## src/rtl/pwm_fade_ctrl_if.sv

```systemverilog
// Control/config and status bundle for the PWM fade sequencer.
// master = config/software side, slave = sequencer.
interface pwm_fade_ctrl_if #(
  parameter int W  = 8,
  parameter int HW = 16
);
  logic          i_start;
  logic          i_stop;
  logic [W-1:0]  i_cfg_min;
  logic [W-1:0]  i_cfg_max;
  logic [W-1:0]  i_cfg_step;
  logic [HW-1:0] i_cfg_hold;
  logic [7:0]    i_cfg_repeat;
  logic          o_led;
  logic [W-1:0]  o_duty;
  logic          o_busy;
  logic          o_done;
  logic          o_err;

  modport master (
    output i_start, i_stop, i_cfg_min, i_cfg_max, i_cfg_step, i_cfg_hold, i_cfg_repeat,
    input  o_led, o_duty, o_busy, o_done, o_err
  );

  modport slave (
    input  i_start, i_stop, i_cfg_min, i_cfg_max, i_cfg_step, i_cfg_hold, i_cfg_repeat,
    output o_led, o_duty, o_busy, o_done, o_err
  );
endinterface

```

## src/rtl/pwm_fade_ctrl.sv

```systemverilog
// Breathing-profile sequencer for one PWM LED channel: free-running counter,
// period-aligned duty updates, ramp up / hold / ramp down / hold, repeat.
module pwm_fade_ctrl #(
  parameter int W  = 8,
  parameter int HW = 16
) (
  input  logic           i_clk,
  input  logic           i_rst,
  pwm_fade_ctrl_if.slave io_bus
);

  typedef enum logic [2:0] {
    S_IDLE,
    S_LOAD,
    S_UP,
    S_HOLD_HI,
    S_DOWN,
    S_HOLD_LO
  } state_t;

  state_t        r_state, w_state_nx;
  logic [W-1:0]  r_cnt;
  logic [W-1:0]  r_duty, w_duty_nx;
  logic [W-1:0]  r_min, r_max, r_step;
  logic [HW-1:0] r_hold;
  logic [HW-1:0] r_hc, w_hc_nx;
  logic [7:0]    r_rem, w_rem_nx;
  logic          r_led;
  logic          r_done, w_done_nx;
  logic          r_err, w_err_nx;
  logic          r_stop_pend, w_stop_nx;
  logic          w_cap, w_breath;
  logic          w_tick, w_stop_any, w_last;
  logic [W:0]    w_add, w_sub;
  logic [W-1:0]  w_up, w_dn;

  assign w_tick     = (r_cnt == '1);
  assign w_add      = {1'b0, r_duty} + {1'b0, r_step};
  assign w_sub      = {1'b0, r_duty} - {1'b0, r_step};
  // Borrow out of the W+1-bit subtract means the ramp undershot zero.
  assign w_up       = (w_add >= {1'b0, r_max}) ? r_max : w_add[W-1:0];
  assign w_dn       = (w_sub[W] || (w_sub[W-1:0] <= r_min)) ? r_min : w_sub[W-1:0];
  assign w_stop_any = r_stop_pend | io_bus.i_stop;
  assign w_last     = (r_rem == 8'd1) || w_stop_any;

  always_comb begin
    w_state_nx = r_state;
    w_duty_nx  = r_duty;
    w_hc_nx    = r_hc;
    w_rem_nx   = r_rem;
    w_stop_nx  = (r_state != S_IDLE) && w_stop_any;
    w_done_nx  = 1'b0;
    w_err_nx   = 1'b0;
    w_cap      = 1'b0;
    w_breath   = 1'b0;

    case (r_state)
      S_IDLE: begin
        if (io_bus.i_start && !io_bus.i_stop) begin
          if (io_bus.i_cfg_min > io_bus.i_cfg_max) begin
            w_err_nx = 1'b1;
          end else begin
            w_cap      = 1'b1;
            w_rem_nx   = io_bus.i_cfg_repeat;
            w_state_nx = S_LOAD;
          end
        end
      end
      S_LOAD: begin
        if (w_tick) begin
          if (w_stop_any) begin
            w_state_nx = S_DOWN;
          end else begin
            w_duty_nx  = r_min;
            w_state_nx = S_UP;
          end
        end
      end
      S_UP: begin
        if (w_tick) begin
          if (w_stop_any) begin
            w_state_nx = S_DOWN;
          end else begin
            w_duty_nx = w_up;
            if (w_up == r_max) begin
              w_hc_nx    = r_hold;
              w_state_nx = (r_hold == '0) ? S_DOWN : S_HOLD_HI;
            end
          end
        end
      end
      S_HOLD_HI: begin
        if (w_tick) begin
          if (w_stop_any || (r_hc == HW'(1))) begin
            w_state_nx = S_DOWN;
          end else begin
            w_hc_nx = r_hc - HW'(1);
          end
        end
      end
      S_DOWN: begin
        if (w_tick) begin
          w_duty_nx = w_dn;
          if (w_dn == r_min) begin
            if (r_hold == '0) begin
              w_breath = 1'b1;
            end else begin
              w_hc_nx    = r_hold;
              w_state_nx = S_HOLD_LO;
            end
          end
        end
      end
      S_HOLD_LO: begin
        if (w_tick) begin
          if (r_hc == HW'(1)) begin
            w_breath = 1'b1;
          end else begin
            w_hc_nx = r_hc - HW'(1);
          end
        end
      end
      default: w_state_nx = S_IDLE;
    endcase

    // End of a breath is shared by DOWN (zero hold) and HOLD_LO.
    if (w_breath) begin
      if (w_last) begin
        w_state_nx = S_IDLE;
        w_duty_nx  = '0;
        w_done_nx  = 1'b1;
        w_stop_nx  = 1'b0;
      end else begin
        w_state_nx = S_UP;
        if (r_rem != 8'd0) begin
          w_rem_nx = r_rem - 8'd1;
        end
      end
    end
  end

  always_ff @(posedge i_clk) begin
    if (i_rst) begin
      r_state     <= S_IDLE;
      r_duty      <= '0;
      r_hc        <= '0;
      r_rem       <= '0;
      r_stop_pend <= 1'b0;
      r_done      <= 1'b0;
      r_err       <= 1'b0;
      r_min       <= '0;
      r_max       <= '0;
      r_step      <= '0;
      r_hold      <= '0;
    end else begin
      r_state     <= w_state_nx;
      r_duty      <= w_duty_nx;
      r_hc        <= w_hc_nx;
      r_rem       <= w_rem_nx;
      r_stop_pend <= w_stop_nx;
      r_done      <= w_done_nx;
      r_err       <= w_err_nx;
      if (w_cap) begin
        r_min  <= io_bus.i_cfg_min;
        r_max  <= io_bus.i_cfg_max;
        r_step <= (io_bus.i_cfg_step == '0) ? W'(1) : io_bus.i_cfg_step;
        r_hold <= io_bus.i_cfg_hold;
      end
    end
  end

  always_ff @(posedge i_clk) begin
    if (i_rst) begin
      r_cnt <= '0;
      r_led <= 1'b0;
    end else begin
      r_cnt <= r_cnt + 1'b1;
      r_led <= (r_cnt < r_duty);
    end
  end

  assign io_bus.o_led  = r_led;
  assign io_bus.o_duty = r_duty;
  assign io_bus.o_busy = (r_state != S_IDLE);
  assign io_bus.o_done = r_done;
  assign io_bus.o_err  = r_err;

endmodule

```

## src/flat_wrapper.sv

```systemverilog
// flat-port wrapper written by rule: the top's interface ports become plain ports
module pwm_fade_ctrl_flat 
#(
  parameter int W  = 8,
  parameter int HW = 16
)
  (i_clk, i_rst, io_bus_i_start, io_bus_i_stop, io_bus_i_cfg_min, io_bus_i_cfg_max, io_bus_i_cfg_step, io_bus_i_cfg_hold, io_bus_i_cfg_repeat, io_bus_o_led, io_bus_o_duty, io_bus_o_busy, io_bus_o_done, io_bus_o_err);
  pwm_fade_ctrl_if #(.W(W), .HW(HW)) io_bus_i ();
  input  logic i_clk;
  input  logic i_rst;
  input wire logic [$bits(io_bus_i.i_start)-1:0] io_bus_i_start;
  input wire logic [$bits(io_bus_i.i_stop)-1:0] io_bus_i_stop;
  input wire logic [$bits(io_bus_i.i_cfg_min)-1:0] io_bus_i_cfg_min;
  input wire logic [$bits(io_bus_i.i_cfg_max)-1:0] io_bus_i_cfg_max;
  input wire logic [$bits(io_bus_i.i_cfg_step)-1:0] io_bus_i_cfg_step;
  input wire logic [$bits(io_bus_i.i_cfg_hold)-1:0] io_bus_i_cfg_hold;
  input wire logic [$bits(io_bus_i.i_cfg_repeat)-1:0] io_bus_i_cfg_repeat;
  output wire logic [$bits(io_bus_i.o_led)-1:0] io_bus_o_led;
  output wire logic [$bits(io_bus_i.o_duty)-1:0] io_bus_o_duty;
  output wire logic [$bits(io_bus_i.o_busy)-1:0] io_bus_o_busy;
  output wire logic [$bits(io_bus_i.o_done)-1:0] io_bus_o_done;
  output wire logic [$bits(io_bus_i.o_err)-1:0] io_bus_o_err;
  assign io_bus_i.i_start = io_bus_i_start;
  assign io_bus_i.i_stop = io_bus_i_stop;
  assign io_bus_i.i_cfg_min = io_bus_i_cfg_min;
  assign io_bus_i.i_cfg_max = io_bus_i_cfg_max;
  assign io_bus_i.i_cfg_step = io_bus_i_cfg_step;
  assign io_bus_i.i_cfg_hold = io_bus_i_cfg_hold;
  assign io_bus_i.i_cfg_repeat = io_bus_i_cfg_repeat;
  assign io_bus_o_led = io_bus_i.o_led;
  assign io_bus_o_duty = io_bus_i.o_duty;
  assign io_bus_o_busy = io_bus_i.o_busy;
  assign io_bus_o_done = io_bus_i.o_done;
  assign io_bus_o_err = io_bus_i.o_err;
  pwm_fade_ctrl #(.W(W), .HW(HW)) u_core (.i_clk(i_clk), .i_rst(i_rst), .io_bus(io_bus_i));
endmodule
```

## config.mk

```make
export PLATFORM = sky130hd
export DESIGN_NAME = pwm_fade_ctrl_flat
export DESIGN_NICKNAME = d
export VERILOG_FILES = /design/src/rtl/pwm_fade_ctrl_if.sv /design/src/rtl/pwm_fade_ctrl.sv /design/src/flat_wrapper.sv
export SDC_FILE = /design/constraint.sdc
export NUM_CORES = 1
export LEC_CHECK = 0
export BUFFER_PORTS_ARGS = -buffer_cell sky130_fd_sc_hd__buf_2
export CAP_MARGIN = 30
export CORE_UTILIZATION = 54
export DETAILED_ROUTE_END_ITERATION = 8
export GPL_ROUTABILITY_DRIVEN = 0
export PLACE_DENSITY = 0.74
export SLEW_MARGIN = 20
export SYNTH_ARGS = -nofsm -noshare
export SYNTH_HDL_FRONTEND = slang
export SYNTH_SLANG_ARGS = --single-unit
```

## constraint.sdc

```tcl
create_clock -name i_clk -period 4.1 [get_ports i_clk]
set_clock_uncertainty 0.15 [all_clocks]
set_input_delay 0.82 -clock i_clk [delete_from_list [all_inputs] [get_ports i_clk]]
set_output_delay 0.82 -clock i_clk [all_outputs]
set_load 0.02 [all_outputs]
```

==> flow_summary.json, run 1 <==
{
  "grt_antenna_before_repair": 0,
  "grt_pass1_vias": 6040,
  "numPortBuffers": 63,
  "design_area_um2": 7910,
  "worst_r2r_endpoint": "u_core.r_state[1]",
  "hp-start": "u_core.r_max[6]",
  "holdPathStages": 2,
  "period_minus_slack_ns": 4.22,
  "cts_sinks": 87,
  "coreArea_um2": 11400,
  "hold_path_class": "reg2reg",
  "cap_violations": 0,
  "crit_required_ns": 4.23,
  "arrival_ns": 4.34,
  "synth.area.top_cells": "dfxtp_1, ha_1, nand2_1",
  "ys_ff_latch": 87,
  "layout_common_cells": "nand2_1, a21oi_1, dfxtp_1",
  "grt_usage": 0.315,
  "placed_area_um2": 7000,
  "finalPower_uw": 2650,
  "drc": 0,
  "finalSetupTns_ns": -0.536,
  "r2r-start": "u_core.r_step[4]",
  "wl_met3_um": 1370,
  "dr_wl_met2_um": 9150,
  "yosysTopAreaCell": "dfxtp_1",
  "tightestPinTransition_ns": 0.704,
  "crit_type": "reg2reg",
  "ant_nets": 0,
  "fp-row-count": 39,
  "grt_pass1_wl_um": 29500,
  "syn_area_um2": 6310,
  "holdWs_ns": 0.311,
  "p_leak_uw": 0.00318,
  "async_flop_share": 0,
  "drive_gt1_frac": 0.247,
  "power.density_nw_per_um2": 335,
  "syn_inst": 837,
  "layout_commonest_cell": "nand2_1",
  "syn_avg_cell_area_um2": 7.54,
  "die_h_um": 110,
  "initial_core_util": 0.553,
  "synth_flop_cell": "dfxtp_1",
  "yosysSeqAreaShare": 0.276,
  "wl_met1_um": 8540,
  "drt-total-wl_um": 19800,
  "cts_tree": "done",
  "area_delta_synth_final_pct": 25.2,
  "crit_fanout": 5,
  "fin_crit_sh": 1.03,
  "slew_violations": 0,
  "grt_max_degree": 56,
  "violations": "setup timing",
  "viasPerCell": 6.14,
  "ir_worst_vdd_mv": 0.193,
  "grt_overflow_total": 0,
  "regArea_um2": 1760,
  "fillCellCount": 927,
  "syn_nets": 943,
  "synth.distinct_cells": 62,
  "end_kind": "flip-flop",
  "multi_input_area_um2": 4550,
  "drtPass1Iterations": 5,
  "die_w_um": 110,
  "setup_viol": 12,
  "post-dp-hpwl_um": 13700,
  "htree_levels": 3,
  "cts-buffers-inserted": 9,
  "synth_top_cell_area_share": 0.276,
  "clk_pin_slew_ns": 0.07,
  "yosys_warnings": 0,
  "wl_per_cell_um": 18.2,
  "antennaDiodeCount": 0,
  "die-area_um2": 12100,
  "synth_edf_count": 0,
  "hold_viol": 0,
  "status": "finished with violations",
  "startpoint_type": "flip-flop",
  "whs_endpoint": "u_core.r_max[6]",
  "top_layer_used": "met4",
  "cts_root_buffer": "clkbuf_16",
  "slew_headroom": 0.526,
  "reg2reg_slack_ns": -0.12,
  "drtIter0Drc": 554,
  "io_pins": 64,
  "rsz0062_at_grt": "yes",
  "nets": 1048,
  "setup_ws_ns": -0.117,
  "clock_latency_ns": 0.35,
  "reg2reg_depth": 18,
  "timing.fmax_ghz": 0.237,
  "cts_max_path_buffers": 2,
  "fin_util": 0.692,
  "num_vias": 6691
}
-- layout make-up --
cell class,count,area share
clock buffers,9,0.0285
clock inverters,7,0.0111
inverters,52,0.0247
multi-input cells,656,0.576
flip-flops and latches,87,0.223
well taps,143,0.0226
repair buffers,136,0.114
-- synthesized netlist by cell type, types with 5 or more instances --
cell type,count
or4_1,7
ha_1,52
nand4_1,6
nor3_1,19
xor2_1,7
nand2b_1,16
or2_2,12
nor4_1,12
mux2i_1,10
or2_0,10
xnor2_1,22
o21ai_0,34
a31oi_1,15
a21o_1,11
a21oi_1,87
xnor3_1,5
inv_1,52
a22oi_1,6
or3_1,9
buf_2,7
nand2_1,123
o31ai_1,6
clkbuf_1,35
nor2_1,68
dfxtp_1,87
nand3_1,8
nor2b_1,14
a211oi_1,12
o211ai_1,6
nor3b_1,5
and3_1,8
-- critical path, stage by stage (launching register included) --
cell      delay, ns
dfxtp_2        0.33
inv_1          0.05
ha_1           0.32
buf_6          0.14
buf_4          0.14
nand3b_1       0.11
o221ai_1       0.15
a211oi_1       0.35
ha_1           0.34
nor3_2         0.16
o31ai_1        0.10
a22oi_1        0.18
and3_1         0.21
xnor2_1        0.07
o311a_1        0.44
buf_4          0.17
a221o_1        0.37
a31o_2         0.21
a31oi_1        0.14
-- how the worst max path moves through the flow --
stage / slack [ns] / start / cells after the start / end
4_1_cts: 0.004 / u_core.r_step[2] / 18 / u_core.r_state[1]
6_report: -0.12 / u_core.r_step[4] / 18 / u_core.r_state[1]
3_3_place_gp: -0.04 / u_core.io_bus.o_duty[0] / 14 / u_core.r_hc[6]
2_1_floorplan: 0.02 / u_core.io_bus.o_duty[1] / 17 / u_core.r_state[0]
3_5_place_dp: -0.16 / u_core.io_bus.o_duty[0] / 15 / u_core.r_hc[5]
5_1_grt: -0.19 / u_core.r_step[5] / 16 / u_core.r_state[1]
-- report_power, final --
part           internal, uW  leakage [uW]  switching (uW)
clock network           485      0.000146             393
registers               880      0.000712            47.4
logic                   376       0.00232             467
total                  1740       0.00318             907
-- routing by layer --
metal / up-vias / GRT usage
met4: 0 / 0.142
met5: - / 0
met3: 61 / 0.0453
li1: 3166 / -
met1: 3158 / 0.408
met2: 306 / 0.521
-- stage by stage --
stage	cells	worst slack [ns]
after floorplan	837	0.0188
after detailed placement	1046	-0.158
after global placement	1046	-0.0398
after global routing	1090	-0.193
final	1090	-0.117
after CTS	1071	0.00388
-- sequential cells by signal (all words and copies together), names as in the netlist, 3 cells and up --
| signal | flops |
|---|---|
| u_core.r_rem | 8 |
| u_core.r_max | 8 |
| u_core.r_hold | 16 |
| u_core.r_cnt | 8 |
| u_core.r_hc | 16 |
| u_core.r_step | 8 |
| u_core.io_bus.o_duty | 8 |
| u_core.r_state | 3 |
| u_core.r_min | 8 |
-- repair_timing --
action | 4_1_cts | 5_1_grt
hold buffers | 0 | 0
setup endpoints to repair | 27 | 36
cloned | 1 | 3
buffers inserted | 8 | 15
pin swaps | 5 | 46
gates resized for setup | 14 | 74
-- cells by family after synthesis --
kind of cell	share of synthesized area
AOI/OAI and AO/OA	0.216
muxes	0.0176
and+or+nand+nor	0.262
buffers and inverters	0.0614
DFF	0.276
xor gates and xnor gates	0.0581
adders and majority gates	0.109
Note: power is estimated with default switching activity, not from simulation.
==> run 2, diff against run 1 <==
--- a/config.mk
+++ b/config.mk
@@ -11,6 +11,7 @@
 export DETAILED_ROUTE_END_ITERATION = 8
 export GPL_ROUTABILITY_DRIVEN = 0
 export PLACE_DENSITY = 0.74
+export RECOVER_POWER = 50
 export SLEW_MARGIN = 20
 export SYNTH_ARGS = -nofsm -noshare
 export SYNTH_HDL_FRONTEND = slang
==> run 2 against run 1 <==
Net effect:
- the run still ends with setup timing left
- cell count unchanged
- design area decreased by 0.25%
- highest routed layer unchanged
- sequential cell count unchanged
- routed wire length about the same
- die area unchanged
- largest cell class unchanged
- worst hold slack improved by 0.0056 ns
==> flow_summary.json, run 2 (synthesis results as in run 1) <==
{
  "drt-total-wl_um": 19800,
  "wl_per_cell_um": 18.2,
  "coreArea_um2": 11400,
  "cap_violations": 0,
  "layout_common_cells": "nand2_1, a21oi_1, dfxtp_1",
  "drtIter0Drc": 538,
  "grt_max_degree": 56,
  "top_regs": "u_core.r_hc x16, u_core.r_hold x16",
  "p_leak_uw": 0.00312,
  "startpoint_type": "flip-flop",
  "drive_gt1_frac": 0.232,
  "grt_antenna_before_repair": 0,
  "fp-row-count": 39,
  "fin_util": 0.691,
  "power.density_nw_per_um2": 336,
  "slew_headroom": 0.382,
  "area_delta_synth_final_pct": 24.9,
  "timing.fmax_ghz": 0.236,
  "crit_fanout": 5,
  "ir_worst_vdd_mv": 0.191,
  "num_vias": 6690,
  "hold_path_class": "reg2reg",
  "rsz0062_at_grt": "yes",
  "violations": "setup timing",
  "fillCellCount": 938,
  "initial_core_util": 0.553,
  "htree_levels": 3,
  "clock_latency_ns": 0.36,
  "setup_viol": 14,
  "setup_ws_ns": -0.133,
  "hold_viol": 0,
  "arrival_ns": 4.36,
  "cts_max_path_buffers": 2,
  "viasPerCell": 6.14,
  "grt_pass1_vias": 6040,
  "finalPower_uw": 2650,
  "drc": 0,
  "crit_type": "reg2reg",
  "clk_pin_slew_ns": 0.07,
  "layout_commonest_cell": "nand2_1",
  "drtPass1Iterations": 5,
  "cts_sinks": 87,
  "grt_pass1_wl_um": 29500,
  "die-area_um2": 12100,
  "die_h_um": 110,
  "slew_violations": 0,
  "antennaDiodeCount": 0,
  "tightestPinTransition_ns": 0.927,
  "period_minus_slack_ns": 4.23,
  "post-dp-hpwl_um": 13700,
  "cts_tree": "done",
  "end_kind": "flip-flop",
  "cts_root_buffer": "clkbuf_16",
  "grt_overflow_total": 0,
  "ant_nets": 0,
  "status": "finished with violations",
  "holdWs_ns": 0.317,
  "grt_usage": 0.315,
  "fin_crit_sh": 1.03,
  "io_pins": 64,
  "hold_buffers": 0,
  "nets": 1048,
  "cts-buffers-inserted": 9,
  "die_w_um": 110,
  "crit_required_ns": 4.23,
  "numPortBuffers": 63
}
-- run 2: changes by cell type in the layout (fill, tap and decap cells not counted) --
cell      change
clkbuf_1     +14
clkbuf_2      +1
buf_4         -1
buf_2        -14
-- run 2: worst max-delay path, stage by stage (launching register included) --
cell	delay (ns)
dfxtp_2	0.33
inv_1	0.05
ha_1	0.31
buf_6	0.14
buf_4	0.15
nand3b_1	0.11
o221ai_1	0.15
a211oi_1	0.36
ha_1	0.34
nor3_2	0.16
o31ai_1	0.10
a22oi_1	0.18
and3_1	0.21
xnor2_1	0.07
o311a_1	0.44
buf_4	0.17
a221o_1	0.38
a31o_2	0.21
a31oi_1	0.14
-- run 2: worst paths after layout --
check / from / end / slack, ns / cells past startpoint
max: u_core.r_step[4] / u_core.r_state[1] / -0.13 / 18
min: u_core.r_max[6] / u_core.r_max[6] / 0.32 / 2
min reg2reg: u_core.r_max[6] / u_core.r_max[6] / 0.32 / 2
max reg2reg: u_core.r_step[4] / u_core.r_state[1] / -0.13 / 18
-- run 2: where the power goes --
part | internal, uW | total, uW | switching [uW]
combinational | 374 | 842 | 468
clock | 485 | 878 | 393
sequential | 881 | 928 | 47.2
total | 1740 | 2650 | 908
-- run 2: timing repair --
item,CTS,global route
buffers inserted,8,15
cloned,1,3
setup endpoints to repair,27,36
resized for setup,14,74
pin swaps,5,46
-- run 2: routing by layer --
layer  up-vias  routed length [um]  share of wire  GRT usage
met2       320                9130           0.46      0.521
met5         -                   0              0          0
met3        63                1460          0.074     0.0453
li1       3165                   -              -          -
met4         0                 767          0.039      0.142
met1      3142                8470           0.43      0.408
-- run 2: layout make-up --
type	count	area (um^2)	area share
sequential	87	1760	0.224
multi-input combinational	656	4550	0.577
inverter	52	195	0.0248
tap	143	179	0.0227
clock inverter	7	87.6	0.0111
clock buffer	9	225	0.0286
timing repair buffer	136	883	0.112
-- run 2: per-stage QoR --
stage          TNS, ns  worst slack (ns)  cells  area [um^2]
6_report        -0.675            -0.133   1090         7890
5_1_grt          -3.12            -0.193   1090         7890
4_1_cts              0           0.00388   1071         7430
3_5_place_dp     -1.93            -0.158   1046         7000
3_3_place_gp   -0.0398           -0.0398   1046         7000
2_1_floorplan        0            0.0188    837         6320
==> run 3, diff against run 2 <==
--- a/config.mk
+++ b/config.mk
@@ -8,9 +8,10 @@
 export BUFFER_PORTS_ARGS = -buffer_cell sky130_fd_sc_hd__buf_2
 export CAP_MARGIN = 30
 export CORE_UTILIZATION = 54
+export CTS_CLUSTER_SIZE = 16
 export DETAILED_ROUTE_END_ITERATION = 8
 export GPL_ROUTABILITY_DRIVEN = 0
-export PLACE_DENSITY = 0.74
+export PLACE_DENSITY = 0.77
 export RECOVER_POWER = 50
 export SLEW_MARGIN = 20
 export SYNTH_ARGS = -nofsm -noshare
==> run 3 against run 2 <==
Net effect:
- largest cell class unchanged
- critical path type unchanged
- register-to-register slack better by 0.06 ns
- global-route usage down 1.5 points
- worst hold slack worse by 0.0069 ns
- core utilization down 1.4 points
- highest routed layer unchanged
- clock-buffer cell count unchanged
- sequential share of layout area up 0.38 points
- the run still ends with setup timing left
- sequential cell count unchanged
==> flow_summary.json, run 3 (synthesis results as in run 1) <==
{
  "drc": 0,
  "hold_path_class": "reg2reg",
  "layout_commonest_cell": "nand2_1",
  "num_vias": 6527,
  "antennaDiodeCount": 0,
  "top_regs": "u_core.r_hc x16, u_core.r_hold x16",
  "viasPerCell": 6.00,
  "regArea_um2": 1760,
  "fp-row-count": 39,
  "grt-busiest-layer": "met2",
  "period_minus_slack_ns": 4.17,
  "crit_required_ns": 4.23,
  "cts_root_buffer": "clkbuf_16",
  "grt_pass1_vias": 5748,
  "drt-total-wl_um": 18100,
  "post-dp-hpwl_um": 13100,
  "power.density_nw_per_um2": 325,
  "ant_nets": 0,
  "drtPass1Iterations": 5,
  "rsz0062_at_grt": "yes",
  "use_met2": 0.467,
  "nets": 1045,
  "fin_util": 0.677,
  "initial_core_util": 0.553,
  "drive_gt1_frac": 0.226,
  "drtIter0Drc": 642,
  "slew_violations": 0,
  "use_met3": 0.0500,
  "startpoint_type": "flip-flop",
  "die_h_um": 110,
  "fin_crit_sh": 1.02,
  "io_pins": 64,
  "wl_per_cell_um": 16.7,
  "placedCellCount": 1056,
  "status": "finished with violations",
  "setup_ws_ns": -0.0749,
  "cap_violations": 0,
  "slew_headroom": 0.350,
  "numPortBuffers": 63,
  "ir_worst_vdd_mv": 0.276,
  "crit_fanout": 4,
  "die-area_um2": 12100,
  "cts-buffers-inserted": 9,
  "setup_viol": 18,
  "timing.fmax_ghz": 0.240,
  "end_kind": "flip-flop",
  "coreArea_um2": 11400,
  "fillCellCount": 970,
  "grt_pass1_wl_um": 27900,
  "layout_common_cells": "nand2_1, a21oi_1, dfxtp_1",
  "hold_buffers": 0,
  "violations": "setup timing",
  "multi_input_area_um2": 4490,
  "grt_use_met1": 0.407,
  "cts_sinks": 87,
  "grt_max_degree": 55,
  "p_leak_uw": 0.00311,
  "fin_cells": 1087,
  "clock_latency_ns": 0.35,
  "finalSetupTns_ns": -0.673,
  "crit_type": "reg2reg",
  "tightestPinTransition_ns": 0.975,
  "grt_overflow_total": 0,
  "hold_viol": 0,
  "grt_usage": 0.301,
  "grt_antenna_before_repair": 0,
  "die_w_um": 110,
  "area_delta_synth_final_pct": 22.5,
  "htree_levels": 3,
  "cts_tree": "done",
  "cts_max_path_buffers": 2,
  "clk_pin_slew_ns": 0.07,
  "arrival_ns": 4.31
}
==> run 3: per-stage QoR <==
stage / total power [uW] / setup slack, ns / hold slack [ns] / cell area (um^2)
6_report: 2510 / -0.0749 / 0.310 / 7730
5_1_grt: 2640 / -0.243 / 0.330 / 7730
4_1_cts: 2450 / 0.0000497 / 0.312 / 7450
3_5_place_dp: 1660 / -0.215 / 0.303 / 7060
3_3_place_gp: 1640 / -0.0755 / 0.297 / 7060
2_1_floorplan: 1410 / 0.0188 / 0.283 / 6320
==> run 3: final cells by class <==
class                           count  share of cell area
Multi-Input combinational cell    656               0.580
Sequential cell                    87               0.227
Timing Repair Buffer              133               0.108
Clock buffer                        9              0.0291
Inverter                           52              0.0252
Tap cell                          143              0.0231
Clock inverter                      7             0.00696
==> run 3: power breakdown <==
group	switching, uW	internal [uW]
Sequential	45.1	881
Combinational	445	358
Clock	367	417
Total	857	1660
==> run 3: what timing repair did <==
item / 4_1_cts / 5_1_grt
resized for setup: 16 / 55
endpoints found under the setup margin: 26 / 35
pin swaps: 5 / 43
setup buffers: 2 / 8
cloned: 2 / 2
==> run 3: worst paths after layout <==
check / from / to / slack [ns] / cells past startpoint
hold reg to reg: u_core.r_max[6] / u_core.r_max[6] / 0.31 / 2
setup / recovery: u_core.io_bus.o_duty[0] / u_core.r_state[0] / -0.07 / 18
hold / removal: u_core.r_max[6] / u_core.r_max[6] / 0.31 / 2
setup reg to reg: u_core.io_bus.o_duty[0] / u_core.r_state[0] / -0.07 / 18
==> run 3: routing by layer <==
metal / up-vias / routed length, um / share of wire
li1: 3163 / - / -
met1: 3024 / 8080 / 0.45
met2: 298 / 8010 / 0.44
met3: 42 / 1480 / 0.082
met4: 0 / 543 / 0.030
met5: - / 0 / 0
==> run 3: worst max-delay path, stage by stage, from the launching register on <==
cell and delay, ns:
dfxtp_2 0.36, inv_1 0.05, ha_1 0.23, fa_2 0.36
nor2b_2 0.15, o311a_1 0.23, o21ai_1 0.09, nor2b_1 0.15
xnor2_1 0.14, ha_1 0.30, nand4_1 0.12, a21o_1 0.22
a31oi_4 0.19, and2_1 0.17, o31ai_1 0.09, a32oi_1 0.30
buf_4 0.21, or4bb_1 0.47, mux2i_1 0.13
